<file path="config.mk">
export PLATFORM = sky130hd
export DESIGN_NAME = lemming_ctrl_param_flat
export DESIGN_NICKNAME = d
export VERILOG_FILES = /design/src/rtl/lemming_ctrl_param_if.sv /design/src/rtl/lemming_ctrl_param.sv /design/src/flat_wrapper.sv
export SDC_FILE = /design/constraint.sdc
export NUM_CORES = 1
export LEC_CHECK = 0
export CORE_ASPECT_RATIO = 1.2
export CORE_UTILIZATION = 45
export CTS_BUF_LIST = sky130_fd_sc_hd__clkbuf_8 sky130_fd_sc_hd__clkbuf_16
export DETAILED_ROUTE_END_ITERATION = 8
export PLACE_DENSITY = 0.72
export SLEW_MARGIN = 40
export SYNTH_ARGS = -nofsm -noshare
export SYNTH_HDL_FRONTEND = slang
export SYNTH_SLANG_ARGS = --single-unit
</file>
<file path="constraint.sdc">
create_clock -name clk -period 2.1 [get_ports clk]
set_clock_uncertainty 0.05 [all_clocks]
set_input_delay 0.63 -clock clk [delete_from_list [all_inputs] [get_ports clk]]
set_output_delay 0.63 -clock clk [all_outputs]
set_load 0.02 [all_outputs]
</file>
<file path="src/rtl/lemming_ctrl_param_if.sv">
// Signal bundle between the terrain sampler, the lemming controller and the sprite driver.
// The master side drives terrain/command inputs; the slave (controller) drives state flags.
interface lemming_ctrl_param_if #(
    parameter int CNT_W = 8
);
    logic             bump_left;
    logic             bump_right;
    logic             ground;
    logic             dig;
    logic             walk_left;
    logic             walk_right;
    logic             aaah;
    logic             digging;
    logic             splat;
    logic [CNT_W-1:0] fall_cnt;

    modport master (
        output bump_left, bump_right, ground, dig,
        input  walk_left, walk_right, aaah, digging, splat, fall_cnt
    );

    modport slave (
        input  bump_left, bump_right, ground, dig,
        output walk_left, walk_right, aaah, digging, splat, fall_cnt
    );
endinterface

</file>
<file path="src/rtl/lemming_ctrl_param.sv">
// Single-lemming walk/bump/fall/dig/splat Moore controller with a configurable
// fall-survival limit, optional dig budget and a saturating fall-cycle counter.
module lemming_ctrl_param #(
    parameter int FALL_LIMIT = 20,
    parameter int DIG_BUDGET = 0,
    parameter int CNT_W      = 8
) (
    input  logic                 clk,
    input  logic                 areset,
    lemming_ctrl_param_if.slave  lem
);

    localparam logic [2:0] ST_WALK_L = 3'd0;
    localparam logic [2:0] ST_WALK_R = 3'd1;
    localparam logic [2:0] ST_FALL_L = 3'd2;
    localparam logic [2:0] ST_FALL_R = 3'd3;
    localparam logic [2:0] ST_DIG_L  = 3'd4;
    localparam logic [2:0] ST_DIG_R  = 3'd5;
    localparam logic [2:0] ST_SPLAT  = 3'd6;

    localparam logic [CNT_W-1:0] CNT_ZERO    = {CNT_W{1'b0}};
    localparam logic [CNT_W-1:0] CNT_ONE     = {{(CNT_W-1){1'b0}}, 1'b1};
    localparam logic [CNT_W-1:0] CNT_MAX     = {CNT_W{1'b1}};
    localparam logic [CNT_W-1:0] FALL_SAT    = CNT_W'(FALL_LIMIT + 32'sd1);
    localparam logic [CNT_W-1:0] DIG_MAX     = CNT_W'(DIG_BUDGET);
    localparam logic             DIG_LIMITED = (DIG_BUDGET != 32'sd0);

    logic [2:0]       state_r;
    logic [2:0]       state_nxt_s;
    logic [CNT_W-1:0] fall_cnt_r;
    logic [CNT_W-1:0] fall_cnt_nxt_s;
    logic [CNT_W-1:0] dig_cnt_r;
    logic [CNT_W-1:0] dig_cnt_nxt_s;
    logic             dir_right_s;
    logic             bump_ahead_s;
    logic [4:0]       flags_nxt_s;
    logic [4:0]       flags_r;

    // Direction is carried by the state encoding and survives falls and digs.
    always_comb begin
        dir_right_s  = (state_r == ST_WALK_R) || (state_r == ST_FALL_R) || (state_r == ST_DIG_R);
        bump_ahead_s = dir_right_s ? lem.bump_right : lem.bump_left;
    end

    // Next-state and counter update rules.
    always_comb begin
        state_nxt_s    = state_r;
        fall_cnt_nxt_s = fall_cnt_r;
        dig_cnt_nxt_s  = dig_cnt_r;
        case (state_r)
            ST_WALK_L, ST_WALK_R: begin
                if (!lem.ground) begin
                    state_nxt_s    = dir_right_s ? ST_FALL_R : ST_FALL_L;
                    fall_cnt_nxt_s = CNT_ONE;
                end else if (lem.dig) begin
                    state_nxt_s   = dir_right_s ? ST_DIG_R : ST_DIG_L;
                    dig_cnt_nxt_s = CNT_ONE;
                end else if (bump_ahead_s) begin
                    state_nxt_s = dir_right_s ? ST_WALK_L : ST_WALK_R;
                end else begin
                    state_nxt_s = state_r;
                end
            end
            ST_FALL_L, ST_FALL_R: begin
                if (!lem.ground) begin
                    state_nxt_s = state_r;
                    if (fall_cnt_r < FALL_SAT) begin
                        fall_cnt_nxt_s = fall_cnt_r + CNT_ONE;
                    end else begin
                        fall_cnt_nxt_s = fall_cnt_r;
                    end
                end else if (fall_cnt_r >= FALL_SAT) begin
                    state_nxt_s = ST_SPLAT;
                end else begin
                    state_nxt_s = dir_right_s ? ST_WALK_R : ST_WALK_L;
                end
            end
            ST_DIG_L, ST_DIG_R: begin
                if (!lem.ground) begin
                    state_nxt_s    = dir_right_s ? ST_FALL_R : ST_FALL_L;
                    fall_cnt_nxt_s = CNT_ONE;
                end else if (DIG_LIMITED && (dig_cnt_r == DIG_MAX)) begin
                    state_nxt_s = dir_right_s ? ST_WALK_R : ST_WALK_L;
                end else begin
                    state_nxt_s = state_r;
                    // Unlimited digging must not wrap the counter back to a budget match.
                    if (dig_cnt_r != CNT_MAX) begin
                        dig_cnt_nxt_s = dig_cnt_r + CNT_ONE;
                    end else begin
                        dig_cnt_nxt_s = dig_cnt_r;
                    end
                end
            end
            ST_SPLAT: begin
                state_nxt_s = ST_SPLAT;
            end
            default: begin
                // An illegal encoding parks in the terminal state until reset.
                state_nxt_s = ST_SPLAT;
            end
        endcase
    end

    // Moore decode of the upcoming state: {walk_left, walk_right, aaah, digging, splat}.
    always_comb begin
        flags_nxt_s = 5'b00000;
        case (state_nxt_s)
            ST_WALK_L:           flags_nxt_s = 5'b10000;
            ST_WALK_R:           flags_nxt_s = 5'b01000;
            ST_FALL_L, ST_FALL_R: flags_nxt_s = 5'b00100;
            ST_DIG_L, ST_DIG_R:   flags_nxt_s = 5'b00010;
            ST_SPLAT:            flags_nxt_s = 5'b00001;
            default:             flags_nxt_s = 5'b00001;
        endcase
    end

    // State, counters and output flags register together so outputs never see inputs combinationally.
    always_ff @(posedge clk) begin
        if (areset) begin
            state_r    <= ST_WALK_L;
            fall_cnt_r <= CNT_ZERO;
            dig_cnt_r  <= CNT_ZERO;
            flags_r    <= 5'b10000;
        end else begin
            state_r    <= state_nxt_s;
            fall_cnt_r <= fall_cnt_nxt_s;
            dig_cnt_r  <= dig_cnt_nxt_s;
            flags_r    <= flags_nxt_s;
        end
    end

    assign lem.walk_left  = flags_r[4];
    assign lem.walk_right = flags_r[3];
    assign lem.aaah       = flags_r[2];
    assign lem.digging    = flags_r[1];
    assign lem.splat      = flags_r[0];
    assign lem.fall_cnt   = fall_cnt_r;

endmodule

</file>
<file path="src/flat_wrapper.sv">
// flat-port wrapper written by rule: the top's interface ports become plain ports
module lemming_ctrl_param_flat 
#(
    parameter int FALL_LIMIT = 20,
    parameter int DIG_BUDGET = 0,
    parameter int CNT_W      = 8
)
  (clk, areset, lem_bump_left, lem_bump_right, lem_ground, lem_dig, lem_walk_left, lem_walk_right, lem_aaah, lem_digging, lem_splat, lem_fall_cnt);
  lemming_ctrl_param_if #(.CNT_W(CNT_W)) lem_i ();
  input  logic clk;
  input  logic areset;
  input wire logic [$bits(lem_i.bump_left)-1:0] lem_bump_left;
  input wire logic [$bits(lem_i.bump_right)-1:0] lem_bump_right;
  input wire logic [$bits(lem_i.ground)-1:0] lem_ground;
  input wire logic [$bits(lem_i.dig)-1:0] lem_dig;
  output wire logic [$bits(lem_i.walk_left)-1:0] lem_walk_left;
  output wire logic [$bits(lem_i.walk_right)-1:0] lem_walk_right;
  output wire logic [$bits(lem_i.aaah)-1:0] lem_aaah;
  output wire logic [$bits(lem_i.digging)-1:0] lem_digging;
  output wire logic [$bits(lem_i.splat)-1:0] lem_splat;
  output wire logic [$bits(lem_i.fall_cnt)-1:0] lem_fall_cnt;
  assign lem_i.bump_left = lem_bump_left;
  assign lem_i.bump_right = lem_bump_right;
  assign lem_i.ground = lem_ground;
  assign lem_i.dig = lem_dig;
  assign lem_walk_left = lem_i.walk_left;
  assign lem_walk_right = lem_i.walk_right;
  assign lem_aaah = lem_i.aaah;
  assign lem_digging = lem_i.digging;
  assign lem_splat = lem_i.splat;
  assign lem_fall_cnt = lem_i.fall_cnt;
  lemming_ctrl_param #(.FALL_LIMIT(FALL_LIMIT), .DIG_BUDGET(DIG_BUDGET), .CNT_W(CNT_W)) u_core (.clk(clk), .areset(areset), .lem(lem_i));
endmodule
</file>
==> results list, run 1 <==
- Outcome: completed
* Residual DRC count: 0
- Total wire length after detailed routing: about 1800 um
- Number of antenna diodes: 0
- Layout-stage area growth over the synthesis result: 38.0%
* Endpoint of the lowest-slack register-to-register path: u_core.lem.fall_cnt[0]
- Vias in the first global route: 690
- Counting every net in the synthesized netlist gives 93.
- Including well taps, the total number of placed cells is between 100 and 150.
* Number of gates resized after cts: 0
- In this run the remaining antenna-violating nets after routing total 0.
- Port Buffers: 18
- Highest cell delay on the worst timing path: ~650 ps
* Chip width: a little under 40 um
- During synthesis, Yosys emitted a total of 0 warnings.
- In the routed layout, each cell is associated on average with a via count of around 5.8.
- Clock buffers created by TritonCTS: 3
- Maximum frequency from static timing analysis: ~500 MHz
* Chip Height: about 47 um
- The initialized floorplan defines 15 standard-cell rows.
- Initial core utilization: between 50% and 60%
- Die area: around 0.0019 sq mm
* Num ports: 19
- Total Power Consumption: 0.688 mW
- The worst register-to-register path has a setup slack of a little over 300 ps.
* Max IR drop VDD: between 0.4 and 0.5 mV
- Of the synthesized area, sequential elements account for between 40% and 50%.
* CP Data Required Time: 1420 ps
* Slowest-stage cell, CP: clkdlybuf4s50_1
* Number of antenna violations at the first check in global routing: 0
- Final standard cell area without fillers: ~0.0010 sq mm
* Clock latency on the worst-skew pair: about 250 ps
- Dividing the detail-routed wire length by the instance count gives between 10 and 15 um.
- Grt ovf: 0
- Relative slew margins: 68.1%
- First-pass iteration count of the detailed router: 5
* Sinks on Clock Net: 16
- In this run the standard cell core region covers between 0.0015 and 0.002 sq mm.
- Flop and latch count out of synthesis: 16
- Along the worst hold path, the cell count comes to 1.
- Origin of the worst setup path: u_core.lem.fall_cnt[0]
- Worst Reg-to-Reg Cells: 6
* Post-route clock period utilization: between 90% and 100%
- Across the run, the number of max-cap violations was 0.
* Count of filler cells inserted in the layout: 130
- Cell at the root of the clock tree: clkbuf_8
- Ratio of cells with drive above 1 in the final layout: between 15 and 20%
- Setup violations remaining at the end of the flow were counted as 0.
- For this block, the via count after detailed routing is 728.
- Top cell family by delay on the critical path: buffers and inverters
- After routing, the total negative slack on setup checks comes to 0 ps.
- Non-Filler Instances: 126
* Worst Setup EP: lem_fall_cnt[0]
- Nets@finish: 119
- Clock tree buffer depth: 2
- Minimum period implied by the final worst setup slack: 2040 ps
- The critical path is of the flop to output port type.
- The number of slew-limit violations in the final report is 0.
- TritonCTS clock tree: built
- The cell count after synthesis came out at 84.
* Hold Buf Count CTS: 0
* Number of levels in the clock H-tree: 1
- Data arrival at the endpoint of the critical path: between 1000 and 1500 ps
- After clock tree synthesis, the clock-pin slew on the worst setup and hold paths is 60 ps.
* Maximum fanout along the worst path: 7
- Setup repair after global routing missed its margin: no
- Drt initial violations: 19
- Power density of the placed cells: approximately 660 mW/mm^2
- Largest net degree at the start of global routing: 12
- For the pin with the worst max-slew slack, the measured transition is approximately 480 ps.
- The synthesized netlist occupies a cell area of approximately 760 sq um.
- Routability-driven placement finished with a final weighted congestion of 0.879.
- The worst setup path is captured at an output port.
- The final-report hold violation count came to 0.
* Worst Hold Class: flop to flop
- In this run the critical register-to-register path is launched from u_core.lem.fall_cnt[0].
* CP Cell Sequence: clkdlybuf4s50_1
- Summing all placed instances gives a cell area of 990 sq um.
* Half-perimeter wire length after placement: between 1000 and 1500 um
* Global-route wire length before repair: between 3000 and 4000 um
* All-layer global routing usage: 24.7%
- Together, buffers and inverters on the worst path number 1.
- Leakage power of the design: 0.415 nW
- Category of the worst setup path launch point: flop
- Post-CTS Setup Inserts: 0
* Avg Synthesized Cell Area: between 9 and 10 sq um
- The netlist uses 34 different library cells.
* CP Depth: 1
[report_power, final]
| part | internal (mW) | switching, mW | total, mW | leakage [nW] |
|---|---|---|---|---|
| sequential | 0.313 | 0.0106 | 0.324 | 0.130 |
| combinational | 0.0449 | 0.0467 | 0.0917 | 0.256 |
| clock | 0.166 | 0.106 | 0.272 | 0.0288 |
| total | 0.524 | 0.163 | 0.688 | 0.415 |
[cells in the mapped netlist]
cell type,number,share of area (%)
dfxtp_1,16,42
inv_1,7,3.5
nand2_1,7,3.5
nor2_1,6,3.0
a21oi_1,5,3.3
nor3_1,4,2.6
o21ai_0,4,2.6
ha_1,3,5.0
nand4_1,3,2.5
and2_1,2,1.7
buf_2,2,1.3
nand3_1,2,1.3
o31ai_1,2,2.0
a211o_1,1,1.2
a21boi_1,1,0.99
a221oi_2,1,2.0
a2bb2oi_2,1,2.0
a31o_2,1,1.2
a31oi_1,1,0.83
and2_2,1,0.99
and4b_1,1,1.3
clkbuf_1,1,0.50
nand2_2,1,0.83
nand2b_1,1,0.83
nand3b_1,1,0.99
nand4b_1,1,1.2
nor2b_1,1,0.83
nor4_4,1,2.8
o21a_1,1,0.99
o221a_2,1,1.5
o22a_1,1,1.2
o32ai_1,1,1.2
o41ai_1,1,1.2
xor2_1,1,1.2
[cell families after synthesis]
| logic type | count (synthesis) | synth area share, % |
|---|---|---|
| adder cells (fa/ha/maj) | 3 | 4.96 |
| AND/OR/NAND/NOR | 32 | 24.3 |
| XOR/XNOR | 1 | 1.16 |
| flip-flops | 16 | 42.3 |
| AO/OA/AOI/OAI | 22 | 22.0 |
| buffers and inverters | 10 | 5.29 |
[how the worst min path moves through the flow]
stage,to,slack [ps],start
6_report,u_core.lem.fall_cnt[7],470,u_core.lem.fall_cnt[7]
5_1_grt,u_core.lem.fall_cnt[6],490,u_core.lem.fall_cnt[6]
4_1_cts,u_core.lem.fall_cnt[7],480,u_core.lem.fall_cnt[7]
3_5_place_dp,u_core.lem.fall_cnt[7],460,u_core.lem.fall_cnt[7]
3_3_place_gp,u_core.lem.fall_cnt[6],460,u_core.lem.fall_cnt[6]
2_1_floorplan,u_core.state_r[0],500,u_core.state_r[0]
[cells in the final DEF (no fill, tap or decap), types with 2 or more instances in the layout]
| cell type | netlist | final |
|---|---|---|
| nand3_1 | 2 | 2 |
| a21oi_1 | 5 | 5 |
| clkbuf_8 | 0 | 4 |
| clkdlybuf4s50_1 | 0 | 18 |
| ha_1 | 3 | 3 |
| nand2_1 | 7 | 7 |
| nand4_1 | 3 | 3 |
| o21ai_0 | 4 | 4 |
| nor2_1 | 6 | 6 |
| nor3_1 | 4 | 4 |
| buf_4 | 0 | 6 |
| dfxtp_1 | 16 | 16 |
| o31ai_1 | 2 | 2 |
| and2_1 | 2 | 2 |
| inv_1 | 7 | 7 |
[metrics by stage]
stage	hold WS, ps	setup slack, ps	utilization [%]
finish	471	62.9	69.6
global route	489	25.2	69.6
CTS	475	50.9	69.6
detailed placement	465	68.6	65.9
global placement	459	120	65.9
floorplan	505	425	-
[final cells by class]
type	count	area, sq um	share of cell area, %
clock buffers	4	55.1	5.27
inverters	7	26.3	2.51
multi-input cells	58	397	38.0
flip-flops and latches	16	320	30.7
well taps	17	21.3	2.04
repair buffers	24	225	21.6
[layer usage]
metal  part of all wire (%)  vias to the layer above  track usage (%)  routed length [um]
met3                    6.4                        5             6.64                 117
li1                       -                      353                -                   -
met2                     50                       30             39.3                 904
met1                     42                      340             29.7                 762
met4                    2.0                        0             13.8                  36
met5                      0                        -                0                   0
[registers in the layout, indices dropped and copies added (netlist names)]
name and count:
u_core.state_r 3, u_core.flags_r 5, u_core.lem.fall_cnt 8
No activity file was read; power rests on OpenSTA's default activity.
==> run 2: changes to the inputs <==
--- a/config.mk
+++ b/config.mk
@@ -9,6 +9,7 @@
 export CORE_UTILIZATION = 45
 export CTS_BUF_LIST = sky130_fd_sc_hd__clkbuf_8 sky130_fd_sc_hd__clkbuf_16
 export DETAILED_ROUTE_END_ITERATION = 8
+export MAX_ROUTING_LAYER = met4
 export PLACE_DENSITY = 0.72
 export SLEW_MARGIN = 40
 export SYNTH_ARGS = -nofsm -noshare
==> constraint.sdc (replaced) <==
create_clock -name clk -period 2.1 [get_ports clk]
set_clock_uncertainty 0.05 [all_clocks]
set_input_delay 0.42 -clock clk [delete_from_list [all_inputs] [get_ports clk]]
set_output_delay 0.42 -clock clk [all_outputs]
set_load 0.02 [all_outputs]
==> results list, run 2 (synthesized netlist as in run 1, its figures left out) <==
- Outcome: completed
* Most frequent standard cell in the layout excluding fill and tap cells: clkdlybuf4s50_1
- Counting the fill cells in the layout gives between 100 and 150.
- For this design, the slowest cell found on the critical path is clkdlybuf4s50_1.
- Using the TritonRoute via totals, the vias-per-cell ratio works out to 5.75.
* Cell area after placement: roughly 950 sq um
- Dividing the detail-routed wire length by the instance count gives ~14 um.
* Sinks on Clock Net: 16
* Hold Buf Count CTS: 0
- Of all nets on the critical path, the largest fanout is 7.
* Worst hold slack across all endpoints: 468 ps
- During I/O placement, the number of pins put on the boundary was 19.
* First-pass iteration count of the detailed router: 5
- CP Data Required Time: roughly 1600 ps
* Core box area: between 0.0015 and 0.002 sq mm
* Category of the most critical setup path: flop to output port
- After clock tree synthesis, the repair step resized 0 gates.
- Setup repair after global routing missed its margin: no
* Total Neg Setup Slack: 0 ps
- The repair_antennas step left the layout with diodes totalling 0.
- Cell at the root of the clock tree: clkbuf_8
- Nets@finish: roughly 110
- Relative slew margins: a little over two thirds
* Multi-input gate area: roughly 400 sq um
- The first global-routing pass estimated about 2700 um of wire.
* Maximum frequency from static timing analysis: approximately 550 MHz
* Clock buffers created by TritonCTS: 3
* Chip width: between 30 and 40 um
* Clock tree buffer depth: 2
- In this run the tool buffered the top-level ports with 18 buffer cells.
- The floorplan step defined a die boundary enclosing around 0.0019 sq mm.
* Clock latency on the worst-skew pair: about 250 ps
- Worst Hold Class: flop to flop
- Remaining antenna violation count: 0
- The number of global-route vias before repair is roughly 610.
* TritonCTS clock tree: built
- After clock tree synthesis, the clock-pin slew on the worst setup and hold paths is about 60 ps.
* Via count: 696
- Setup violations remaining at the end of the flow were counted as 0.
* Number of max-cap violations: 0
- Crit path capture type: output port
- Initial core utilization: roughly half
- The finished cells cover between 0.001 and 0.0015 sq mm.
* Category of the worst setup path launch point: flop
- Global routing used between 20% and 30% of the available tracks.
- Total wire length after detailed routing: 1710 um
- Worst Reg-to-Reg Cells: 6
- After global routing the overflow that remains totals 0.
- Endpoint of the lowest-slack register-to-register path: u_core.lem.fall_cnt[0]
- Sequential cell area: between 300 and 400 sq um
- In the finished design, the share of the clock period the worst path needs comes to 86.8%.
- STA puts the critical path data arrival time at around 1400 ps.
* Final number of hold-violating endpoints: 0
- In the final layout, the share of cells above drive strength 1 is approximately 12%.
* Number of antenna violations at the first check in global routing: 0
* Layout-stage area growth over the synthesis result: 33.1%
- CP Cell Sequence: clkdlybuf4s50_1
* Largest net degree at the start of global routing: 13
* Minimum period implied by the final worst setup slack: 1820 ps
- Highest-count cells in the layout ignoring fill and taps: 18 x clkdlybuf4s50_1, 16 x dfxtp_1, 7 x inv_1, 7 x nand2_1, 6 x nor2_1
- In this run the critical register-to-register path is launched from u_core.lem.fall_cnt[0].
* Leakage power of the design: 0.391 nW
- In this run the number of H-tree levels came out at 1.
- For the pin with the worst max-slew slack, the measured transition is around 440 ps.
* CP Buf/Inv Count: 1
* Routability congestion estimate from global placement: 0.849
* Origin of the worst setup path: u_core.lem.fall_cnt[0]
* Max IR drop VDD: about 0.37 mV
* Max reg flops: 8
- After legalization and detailed placement, the total HPWL measured between 1000 and 1500 um.
- Max Slew Vio Count: 0
- Power density of the placed cells: just under 700 mW/mm^2
- Residual DRC count: 0
* Post-CTS Setup Inserts: 0
- Grouping stages by cell kind, the critical path spends the most delay in buffers and inverters.
* CP Depth: 1
* Number of placement rows: 15
- Following the worst setup path forward leads to its endpoint at lem_fall_cnt[0].
* Drt initial violations: 16
* Setup slack on the worst flop-to-flop path: 370 ps
- From bottom edge to top edge, the die measures between 40 and 50 um.
- In this design, the stage delay of the slowest critical-path cell is approximately 650 ps.
## run 2: cell types whose count changed in the layout (fill, tap and decap cells not counted), sizes merged
cell	previous run	this run
buf	6	1
## run 2: final cells by class
type | instances | share of cell area (%)
inverters | 7 | 2.61
well taps | 17 | 2.11
flip-flops and latches | 16 | 31.8
clock buffers | 4 | 5.47
repair buffers | 19 | 18.6
multi-input cells | 58 | 39.4
## run 2: metrics by stage
step	setup WS, ps	power [mW]	utilization (%)	cells
final	278	0.679	67.1	121
after global routing	228	0.704	67.1	121
after CTS	268	0.681	67.1	121
after detailed placement	153	0.412	63.4	117
after global placement	204	0.411	63.4	117
after floorplan	425	0.379	-	84
## run 2: how the worst min path moves through the flow
stage / start / end / cells past startpoint
after global routing: u_core.lem.fall_cnt[6] / u_core.lem.fall_cnt[6] / 1
after global placement: u_core.lem.fall_cnt[6] / u_core.lem.fall_cnt[6] / 1
after detailed placement: u_core.lem.fall_cnt[6] / u_core.lem.fall_cnt[6] / 1
after CTS: u_core.lem.fall_cnt[6] / u_core.lem.fall_cnt[6] / 1
after floorplan: u_core.state_r[0] / u_core.state_r[0] / 2
final: u_core.lem.fall_cnt[6] / u_core.lem.fall_cnt[6] / 1
## run 2: per-layer routing
| layer | global-route usage, % | share of wire (%) | up-vias |
|---|---|---|---|
| li1 | - | - | 344 |
| met1 | 28.0 | 44 | 315 |
| met2 | 35.7 | 48 | 31 |
| met3 | 2.84 | 5.9 | 6 |
| met4 | 10.3 | 2.2 | 0 |
| met5 | - | 0 | - |
## run 2: where the power goes
part	internal [mW]	switching [mW]	leakage [nW]
sequential	0.313	0.0107	0.130
clock	0.166	0.105	0.0288
combinational	0.0387	0.0446	0.232
total	0.518	0.161	0.391
## run 2: worst register-to-register path, delay by kind of cell (launching register included)
kind	cells	cell delay (ps)
fa+ha+maj	1	210
flops	1	450
buf+inv	1	80
compound gates	2	570
simple gates	2	270
